### src/rtl/uart_tx_arbiter.sv
// Round-robin arbiter sharing one uart_tx serializer among NUM_REQ byte producers,
// with optional packet locking so a multi-byte message stays contiguous on the line.
module uart_tx_arbiter #(
   parameter int NUM_REQ      = 4,
   parameter bit LOCK_PACKET  = 1'b1,
   parameter int BUSY_TIMEOUT = 15
) (
   input  logic                   clk,
   input  logic                   rst_n,
   input  logic [NUM_REQ-1:0]     req_valid,
   input  logic [8*NUM_REQ-1:0]   req_data,
   input  logic [NUM_REQ-1:0]     req_last,
   output logic [NUM_REQ-1:0]     req_ready,
   output logic [7:0]             tx_data,
   output logic                   tx_start,
   input  logic                   tx_busy,
   output logic [NUM_REQ-1:0]     grant,
   output logic                   timeout_err
);

   localparam int PW = $clog2(NUM_REQ);
   localparam int CW = $clog2(BUSY_TIMEOUT);

   typedef enum logic [1:0] {ARB, SEND, WAIT_HI, WAIT_LO} state_t;

   state_t          state;
   logic [PW-1:0]   rr_ptr;
   logic [PW-1:0]   owner;
   logic            lock;
   logic [CW-1:0]   cnt;
   logic [PW-1:0]   win_idx;
   logic            win_found;
   logic            accept;
   logic [7:0]      req_byte [NUM_REQ];

   for (genvar g = 0; g < NUM_REQ; g++) begin : g_byte
      assign req_byte[g] = req_data[8*g +: 8];
   end

   // A held lock pins the winner to its owner even when the owner is idle,
   // which stalls everyone else until the packet's last byte.
   always_comb begin
      int j;
      j         = 0;
      win_found = 1'b0;
      win_idx   = '0;
      if (lock) begin
         win_idx   = owner;
         win_found = req_valid[owner];
      end else begin
         for (int k = 0; k < NUM_REQ; k++) begin
            j = int'(rr_ptr) + k;
            if (j >= NUM_REQ) j = j - NUM_REQ;
            if (!win_found && req_valid[j]) begin
               win_found = 1'b1;
               win_idx   = PW'(j);
            end
         end
      end
   end

   assign accept = (state == ARB) && !tx_busy && win_found;

   always_comb begin
      req_ready = '0;
      if (accept) req_ready[win_idx] = 1'b1;
   end

   always_ff @(posedge clk or negedge rst_n) begin
      if (!rst_n) begin
         state       <= ARB;
         tx_data     <= '0;
         tx_start    <= 1'b0;
         grant       <= '0;
         timeout_err <= 1'b0;
         rr_ptr      <= '0;
         owner       <= '0;
         lock        <= 1'b0;
         cnt         <= '0;
      end else begin
         tx_start    <= 1'b0;
         timeout_err <= 1'b0;
         case (state)
            ARB: begin
               if (accept) begin
                  tx_data  <= req_byte[win_idx];
                  tx_start <= 1'b1;
                  grant    <= req_ready;
                  state    <= SEND;
                  if (!lock)
                     rr_ptr <= (win_idx == PW'(NUM_REQ-1)) ? '0 : win_idx + 1'b1;
                  if (LOCK_PACKET && !req_last[win_idx]) begin
                     lock  <= 1'b1;
                     owner <= win_idx;
                  end else begin
                     lock  <= 1'b0;
                  end
               end
            end
            SEND: begin
               cnt   <= '0;
               state <= WAIT_HI;
            end
            WAIT_HI: begin
               // Stuck serializer: give up, drop the lock so others are not starved.
               if (tx_busy) begin
                  state <= WAIT_LO;
               end else if (cnt == CW'(BUSY_TIMEOUT-2)) begin
                  timeout_err <= 1'b1;
                  lock        <= 1'b0;
                  grant       <= '0;
                  state       <= ARB;
               end else begin
                  cnt <= cnt + 1'b1;
               end
            end
            WAIT_LO: begin
               if (!tx_busy) begin
                  state <= ARB;
                  if (!lock) grant <= '0;
               end
            end
            default: state <= ARB;
         endcase
      end
   end

endmodule
### config.mk
export PLATFORM = sky130hd
export DESIGN_NAME = uart_tx_arbiter
export DESIGN_NICKNAME = d
export VERILOG_FILES = /design/src/rtl/uart_tx_arbiter.sv
export SDC_FILE = /design/constraint.sdc
export NUM_CORES = 1
export LEC_CHECK = 0
export ABC_AREA = 0
export BUFFER_PORTS_ARGS = -buffer_cell sky130_fd_sc_hd__buf_2
export CAP_MARGIN = 15
export CORE_MARGIN = 4
export CORE_UTILIZATION = 50
export CTS_CLUSTER_SIZE = 10
export DETAILED_ROUTE_END_ITERATION = 10
export HOLD_SLACK_MARGIN = 0.05
export PLACE_DENSITY = 0.8
export SYNTH_ARGS = -nofsm -noshare
export SYNTH_HDL_FRONTEND = slang
export SYNTH_SLANG_ARGS = --single-unit
### constraint.sdc
create_clock -name clk -period 2.4 [get_ports clk]
set_input_delay 0.24 -clock clk [delete_from_list [all_inputs] [get_ports clk]]
set_output_delay 0.24 -clock clk [all_outputs]
set_load 0.005 [all_outputs]
* Word-level counts from Yosys, hierarchy flattened *
Index checks and enable logic that the tools add are counted.

word-level totals
  bits of input ports = 43
  output and inout bits = 18
  word-level logic and storage cells = 134
  flip-flop bits (word level) = 25

operators by class
  $add $sub $neg = 9
  bitwise gates (word level) = 3
  $lt $le $gt $ge = 12
  mux-type cells = 68
  equality and inequality tests = 12
  reduce and logical (&&, ||, !) cells = 21

operator list
  cell                                                          count
  2-to-1 mux 32 bit                                             8
  less-than comparator 32 x 4 -> 1 bit (second input constant)  4
  2-to-1 mux 4 bit                                              8
  2-to-1 mux 1 bit                                              28
  2-to-1 mux 2 bit                                              10
  binary-select mux 8 bit (select 2 bit)                        1
  2-to-1 mux 8 bit                                              2
  binary-select mux 1 bit (select 2 bit)                        6
  >= comparator 3 bit (second input constant)                   4
  != test 2 bit (second input constant)                         6
  one-hot mux 4 bit (3 select lines)                            1
  AND reduction 3 bit                                           4
  subtractor 3 x 3 -> 4 bit (second input constant)             3
  one-hot mux 2 bit (4 select lines)                            1
  one-hot mux 4 bit (2 select lines)                            1
  adder 2 x 2 -> 3 bit (second input constant)                  2
  == test 2 bit (second input constant)                         3
  logical AND 1 bit                                             6
  less-than comparator 2 x 3 -> 1 bit (second input constant)   2
  AND reduction 6 bit                                           1
  adder 4 x 1 -> 4 bit (second input constant)                  1
  == test 4 bit (second input constant)                         1
  zero test 1 bit                                               4
  AND reduction 4 bit                                           1
  15 further kinds                                              17

* Depth between registers and ports, before layout *
Gate-level depths: netlist (run 1).

  depth in word-level cells = 27
  gate-level depth with buffers = 8
  gate-level depth less buffers = 7

* Least setup slack after synthesis (run 1) *
OpenSTA, ideal clock, no wires.

  path kind = register to output
  from = register rr_ptr[1]
  to = output req_ready[0]
  setup slack = 0.450 ns
  data required time = 2.160 ns
  stages on the path, launching flop included = 8
  path buffers = 1
  arrival time = 1.710 ns
  cell sequence = dfrtp_1 > nand2_1 > a21oi_1 > o41ai_2 > inv_2 > buf_4 > ha_1 > and2_1

between the ends
  cells in the longest elaborated chain, start to end = 25
  elaborated cells on any way between the ends = 57

RTL lines
  what                                                                                                       line  RTL
  from (decl)                                                                                                27    logic [PW-1:0] rr_ptr;
  from (signal assigned)                                                                                     91    rr_ptr <= (win_idx == PW'(NUM_REQ-1)) ? '0 : win_idx + 1'b1;
  subtractor 2 x 3 -> 4 bit or >= comparator 2 x 3 -> 1 bit (tied branches)                                  53    if (j >= NUM_REQ) j = j - NUM_REQ;
  2-to-1 mux 32 bit                                                                                          53
  2-to-1 mux 32 bit                                                                                          47    if (lock) begin
  binary-select mux 1 bit (select 2 bit)                                                                     54    if (!win_found && req_valid[j]) begin
  2-to-1 mux 1 bit (not written as such) (2 in series)                                                       54
  2-to-1 mux 1 bit                                                                                           54
  2-to-1 mux 1 bit                                                                                           47
  zero test 1 bit                                                                                            54
  [... 9 more ...]                                                                                           -
  2-to-1 mux 2 bit (*)                                                                                       54
  2-to-1 mux 2 bit (*)                                                                                       47
  named net win_idx[0]                                                                                       31    logic [PW-1:0] win_idx;
  less-than comparator 2 x 3 -> 1 bit (not written as such) or >= comparator 2 x 1 -> 1 bit (tied branches)  66    if (accept) req_ready[win_idx] = 1'b1;
  logical AND 1 bit (not written as such)                                                                    66
  2-to-1 mux 1 bit (not written as such)                                                                     66
  demux 1 bit (select 2 bit) (*)                                                                             66
  2-to-1 mux 4 bit (*)                                                                                       66
  to (decl)                                                                                                  13    output logic [NUM_REQ-1:0] req_ready,

The timed path passes the listed nets; every way through them passes the cells marked *. The select of a mux whose other input is x is not followed.

* Final worst setup path (run 1) *
  from = register rr_ptr[1]
  to = output req_ready[2]

Same word-level chain as after synthesis.

==> reports/results.txt, run 1 <==
Via count: 1477
Startpoint types: register
Die extent in y: 66.8 µm
Slew margin rel.: 0.598
Fraction of layout cells with a size suffix above 1: 0.414
WL/cell: 13.4 µm
Placed wire-length estimate: 2.97 mm
Inserted Diodes: 0
Crit. End Element: primary output
GR Util All Layers: 0.180
Worst hold path type: primary input to register
Worst vdd ir: 756 µV
Slowest CP cell: dfrtp_2
Crit path max fanout: 8
Clock skew: 0.00372 ns
Final period util: 0.951
Overflow after GRT: 0
CTS tree: yes
Max-slew violations: 0
Sink Count: 25
Root Driver: clkbuf_4
Post-route ant nets: 0
Syn nets: 213
Worst path max stage delay: 0.47 ns
Clk pin slew, worst setup/hold paths: 0.14 ns
Area of the multi-input gates: 0.00105 mm²
First-pass GRT wire length: 6.11 mm
IO buf count: 60
CP top delay family: flip-flops
Num CTS Buffers: 3
Clock Path Buffers: 2
Final WL: 3.72 mm
Critical path required time: 2.16 ns
Initial DRT Pass Iterations: 4
Clk_lat worst skew: 0.31 ns
Core area: 0.00334 mm²
Seq. cell area: 628 µm²
GPL Wtd Cong: 0.773
Cell Area, Synth: 0.00173 mm²
DRC: 0
Fin nets: 287
Starting Density: 0.518
Worst slew pin tran: 0.602 ns
H-tree levels: 1
IO Pins: 61
Lkg Pwr: 0.00111 µW
MaxCap Viol Count: 0
PwrDens: 1060 mW/mm²
Pin count of the biggest net entering global routing: 26
Setup violations, final: 0
Commonest non-fill, non-tap cells in the layout: buf_2 (60), mux2i_1 (25), dfrtp_1 (23)
Yosys cell types: 42
Post-Syn Instances: 159
Crit path arrival time: 2.04 ns
Width of the chip: 66.8 µm
Fin. Hold Viols: 0
P&R area growth vs syn: 26.4%
CP Buf/Inv Count: 3
Final Core Density: 0.655
Fmax: 438 MHz
Antenna violations before repair: 0
Yosys warns: 0
Post-synthesis sequential area ratio: 0.362
Filler instances: 289
Syn_area_per_cell: 10.9 µm²
Synthesized flop and latch total: 25
Post-layout min period: 2.28 ns
Critical-path cell list: nand2_2 > a21oi_1 > o41ai_2 > buf_4 > inv_2 > ha_1 > and2_1 > buf_2
Die Area: 0.00446 mm²
Iteration-0 DRC Markers: 57
Crit Path Category: register to primary output
Fin Setup TNS: 0 ns
Vias in the first global route: 1437
# rows: 21
Commonest non-fill, non-tap cell in the layout: buf_2
Vias/cell: 5.31
RSZ-0062 raised after global routing: no
Status: completed
what timing repair did:
action,in CTS,in global routing
endpoints found under the hold margin,25,0
pin swaps,1,1
setup endpoints to repair,4,4
buffers inserted,0,6
resized for setup,0,4
hold buffers,1,0
cloned,1,0
cells in the mapped netlist (all sizes together):
master / n / area (µm²)
mux2i: 26 / 273
xnor2: 1 / 8.76
o22a: 1 / 8.76
nand2: 7 / 26.3
o211ai: 1 / 7.51
nand2b: 4 / 25.0
nor2b: 4 / 25.0
ha: 11 / 138
a2111oi: 1 / 27.5
mux4: 1 / 22.5
inv: 8 / 30.0
a22o: 4 / 35.0
a21oi: 5 / 28.8
mux2: 11 / 124
or3: 2 / 12.5
a21o: 1 / 7.51
a2111o: 1 / 11.3
or4: 1 / 11.3
a21boi: 2 / 15.0
and2: 5 / 31.3
nand3: 10 / 50.1
buf: 4 / 38.8
o21ai: 8 / 40.0
a31o: 1 / 8.76
nor4: 1 / 6.26
nor2: 8 / 40.0
o2bb2ai: 1 / 8.76
dfrtp: 25 / 626
a31oi: 1 / 6.26
a32o: 1 / 10.0
a222oi: 1 / 10.0
o41ai: 1 / 16.3
metrics by stage:
| stage | cells | setup slack (ns) | cell area [µm²] | hold slack, ns | power (µW) |
|---|---|---|---|---|---|
| after floorplan | 159 | 0.450 | 1730 | -0.0556 | 1670 |
| after global placement | 266 | 0.270 | 2090 | 0.252 | 1990 |
| after detailed placement | 266 | 0.205 | 2090 | 0.257 | 2030 |
| after CTS | 272 | 0.0226 | 2130 | 0.282 | 2240 |
| after global routing | 278 | 0.00486 | 2190 | 0.291 | 2510 |
| final | 278 | 0.117 | 2190 | 0.291 | 2310 |
area by class of cell:
cell class / instances / area share
multi-input combinational: 123 / 0.481
sequential: 25 / 0.287
timing repair buffer: 72 / 0.180
tap: 46 / 0.0263
inverter: 8 / 0.0137
clock buffer: 4 / 0.0120
final timing paths:
check | startpoint | end | cells past startpoint | slack, ns
max in group asynchronous | rst_n | rr_ptr[1]$_DFFE_PN0P_ | 2 | 1.59
hold / removal | tx_busy | timeout_err$_DFF_PN0_ | 3 | 0.29
setup reg to reg | lock$_DFFE_PN0P_ | tx_data[5]$_DFFE_PN0P_ | 6 | 0.35
hold reg to reg | grant[0]$_DFFE_PN0P_ | grant[0]$_DFFE_PN0P_ | 1 | 0.52
min in group asynchronous | rst_n | state[0]$_DFFE_PN0P_ | 2 | 0.43
setup / recovery | rr_ptr[1]$_DFFE_PN0P_ | req_ready[2] | 8 | 0.12
sequential cells by signal (all words and copies together) (netlist names):
register and count:
grant 4, tx_data 8, owner 2, rr_ptr 2, state 2, lock 1
timeout_err 1, tx_start 1, cnt 4
worst reg2reg max path: stages, from the launching register on:
cell and delay [ns]:
dfrtp_2 0.47, nor2_1 0.25, a21oi_4 0.13, nor2_2 0.50
mux2i_1 0.26, mux2i_1 0.08, mux2_2 0.26
power by group:
| group | switching, µW | leakage (µW) | internal (µW) |
|---|---|---|---|
| logic | 677 | 0.000782 | 717 |
| registers | 137 | 0.000313 | 591 |
| clock network | 123 | 0.0000150 | 64.8 |
| total | 937 | 0.00111 | 1370 |
per-layer routing:
layer,vias to the layer above,wire (µm),track usage
met2,53,1830,0.308
li1,734,-,-
met3,4,282,0.0455
met1,686,1570,0.215
met4,0,38,0.0685
met5,-,0,0
cell families (layout without fill, tap and decap cells):
logic type | Yosys count | count (layout) | share of synthesized area
simple gates | 42 | 43 | 0.132
buf+inv | 12 | 84 | 0.0398
mux | 38 | 38 | 0.242
fa+ha+maj | 11 | 11 | 0.0796
xor+xnor | 1 | 1 | 0.00507
flops | 25 | 25 | 0.362
compound gates | 30 | 30 | 0.140
No activity file was read; power rests on OpenSTA's default activity.
==> run 2: changes to the inputs <==
PLACE_DENSITY = 0.92   (was 0.8)
==> run 2 against run 1 <==
Net effect: fmax decreased by 3.1%; sequential power decreased by 1%; combinational power increased by 12%; largest power group unchanged.
==> reports/results.txt, run 2 (synthesis gave the netlist of run 1 again) <==
Hold path start: tx_busy
Filler instances: 261 (-9.7%)
GR Util All Layers: 0.183 (+0.00324)
GPL Wtd Cong: 0.897 (+16%)
R2r endpoint: tx_data[0]$_DFFE_PN0P_
Setup violations, final: 0 (unchanged)
Fin Setup TNS: 0 ns (unchanged)
Switch share: 0.423 (+0.0173)
P_sw: 1050 µW (+12%)
Width of the chip: 66.8 µm (unchanged)
Startpoint types: register
Num CTS Buffers: 3 (unchanged)
H-tree levels: 1 (unchanged)
Area of the multi-input gates: 0.00110 mm² (+4.6%)
MaxCap Viol Count: 0 (unchanged)
Core area: 0.00334 mm² (unchanged)
Critical path required time: 2.16 ns (about the same)
Combinational share of power: 0.632 (+0.028)
PwrDens: 1100 mW/mm² (+3.8%)
Vias/cell: 5.59 (+5.3%)
Fraction of layout cells with a size suffix above 1: 0.433 (+0.0191)
IO Pins: 61 (unchanged)
Clock skew: 0.00820 ns (+0.00448 ns)
Lkg Pwr: 0.00112 µW (+0.69%)
Clock Power Share: 0.078 (-0.003)
Fin nets: 286 (-0.35%)
Worst vdd ir: 543 µV (-28%)
Fmax: 425 MHz (-3.1%)
Post-route ant nets: 0 (unchanged)
Max reg flops: 8 (unchanged)
Pin count of the biggest net entering global routing: 26 (unchanged)
# rows: 21 (unchanged)
Worst hold path type: primary input to register
Starting Density: 0.518 (unchanged)
Die Area: 0.00446 mm² (unchanged)
Final WL: 4.49 mm (+21%)
Placed Area: 0.00209 mm² (unchanged)
Clk pin slew, worst setup/hold paths: 0.14 ns (about the same)
Biggest regs: tx_data (8), cnt (4), grant (4)
Max-slew violations: 0 (unchanged)
Fin. Hold Viols: 0 (unchanged)
Hold slack final: 0.288 ns (-0.00322 ns)
Crit Path Category: register to primary output
Initial DRT Pass Iterations: 4 (unchanged)
Crit path max fanout: 7 (-1)
Slew margin rel.: 0.634 (+0.0365)
Iteration-0 DRC Markers: 113 (+98%)
Via count: 1549 (+4.9%)
R2R depth: 8 (+2)
Worst slew pin tran: 0.548 ns (-0.0541 ns)
RSZ-0062 raised after global routing: yes
Hold depth: 3 (unchanged)
Biggest register: tx_data
Worst R2R Setup Slack: 0.20 ns (-0.15 ns)
Root Driver: clkbuf_4
Finished Cell Area: 0.00226 mm² (+3.3%)
P&R area growth vs syn: 30.5%
Register share of total power: 0.291 (-0.024)
Vias in the first global route: 1388 (-3.4%)
Inserted Diodes: 0 (unchanged)
IO buf count: 60 (unchanged)
WL/cell: 16.2 µm (+21%)
Placed wire-length estimate: 3.13 mm (+5.3%)
Final period util: 0.981 (+0.0301)
Crit. End Element: primary output
Clock Path Buffers: 2 (unchanged)
Seq. cell area: 626 µm² (-0.40%)
Antenna violations before repair: 0 (unchanged)
Post-layout min period: 2.36 ns (+0.0723 ns)
Commonest non-fill, non-tap cell in the layout: buf_2
First-pass GRT wire length: 6.23 mm (+1.9%)
Clk_lat worst skew: 0.33 ns (+0.02 ns)
Worst reg2reg path startpoint: rr_ptr[1]$_DFFE_PN0P_
Die extent in y: 66.8 µm (unchanged)
Overflow after GRT: 0 (unchanged)
Sink Count: 25 (unchanged)
Commonest non-fill, non-tap cells in the layout: buf_2 (56), mux2i_1 (25), dfrtp_1 (25)
Crit path arrival time: 2.12 ns (+0.08 ns)
Hold EP: timeout_err$_DFF_PN0_
Status: completed
DRC: 0 (unchanged)
P_int: 1430 µW (+4.1%)
CTS tree: yes
-- run 2: cell count changes in the layout (fill, tap and decap cells not counted), sizes merged --
cell	change
nor2	-1
-- run 2: what timing repair did --
action | in CTS | in global routing
pin swaps | 1 | 5
endpoints found under the setup margin | 2 | 5
setup buffers | 2 | 4
hold endpoints to repair | 25 | 0
gates resized for setup | 0 | 17
hold buffers | 1 | 0
-- run 2: stage by stage --
| step | util | power [µW] | instances | worst slack [ns] |
|---|---|---|---|---|
| after floorplan | - | 1670 | 159 | 0.450 |
| after global placement | 0.625 | 1990 | 266 | 0.235 |
| after detailed placement | 0.625 | 2040 | 266 | 0.191 |
| after CTS | 0.640 | 2260 | 273 | 0.0150 |
| after global routing | 0.676 | 2660 | 277 | -0.0817 |
| final | 0.676 | 2480 | 277 | 0.0446 |
-- run 2: worst max-delay path by stage --
stage	start	slack (ns)	depth (start not counted)	to
floorplan	rr_ptr[1]$_DFFE_PN0P_	0.45	7	req_ready[0]
global placement	req_valid[2]	0.23	8	tx_data[0]$_DFFE_PN0P_
detailed placement	req_valid[2]	0.19	8	tx_data[0]$_DFFE_PN0P_
CTS	rr_ptr[1]$_DFFE_PN0P_	0.02	7	req_ready[0]
global route	rr_ptr[1]$_DFFE_PN0P_	-0.08	7	req_ready[2]
finish	rr_ptr[1]$_DFFE_PN0P_	0.04	7	req_ready[2]
-- run 2: cell type report --
type	count	area share
Clock buffer	4	0.0116
Inverter	8	0.0133
Multi-Input combinational cell	122	0.487
Sequential cell	25	0.277
Tap cell	46	0.0255
Timing Repair Buffer	72	0.185
-- run 2: critical path: stages, from the launching register on --
cell,delay (ns)
dfrtp_1,0.46
mux2i_1,0.20
nor2_1,0.07
o41ai_2,0.43
inv_2,0.18
ha_4,0.20
and2_4,0.13
buf_6,0.11
-- run 2: power by group through the flow --
| stage | Combinational, µW | Sequential [µW] | Clock, µW |
|---|---|---|---|
| finish | 1560 | 720 | 192 |
| global placement | 1280 | 715 | 0 |
| floorplan | 963 | 705 | 0 |
| CTS | 1360 | 713 | 192 |
| detailed placement | 1320 | 720 | 0 |
| global route | 1700 | 743 | 219 |
-- run 2: layer usage --
metal / global-route usage / vias to the layer above / wire (µm)
met1: 0.224 / 759 / 1710
met3: 0.0540 / 10 / 288
met2: 0.318 / 48 / 2390
met4: 0.0381 / 0 / 93
li1: - / 732 / -
met5: 0 / - / 0
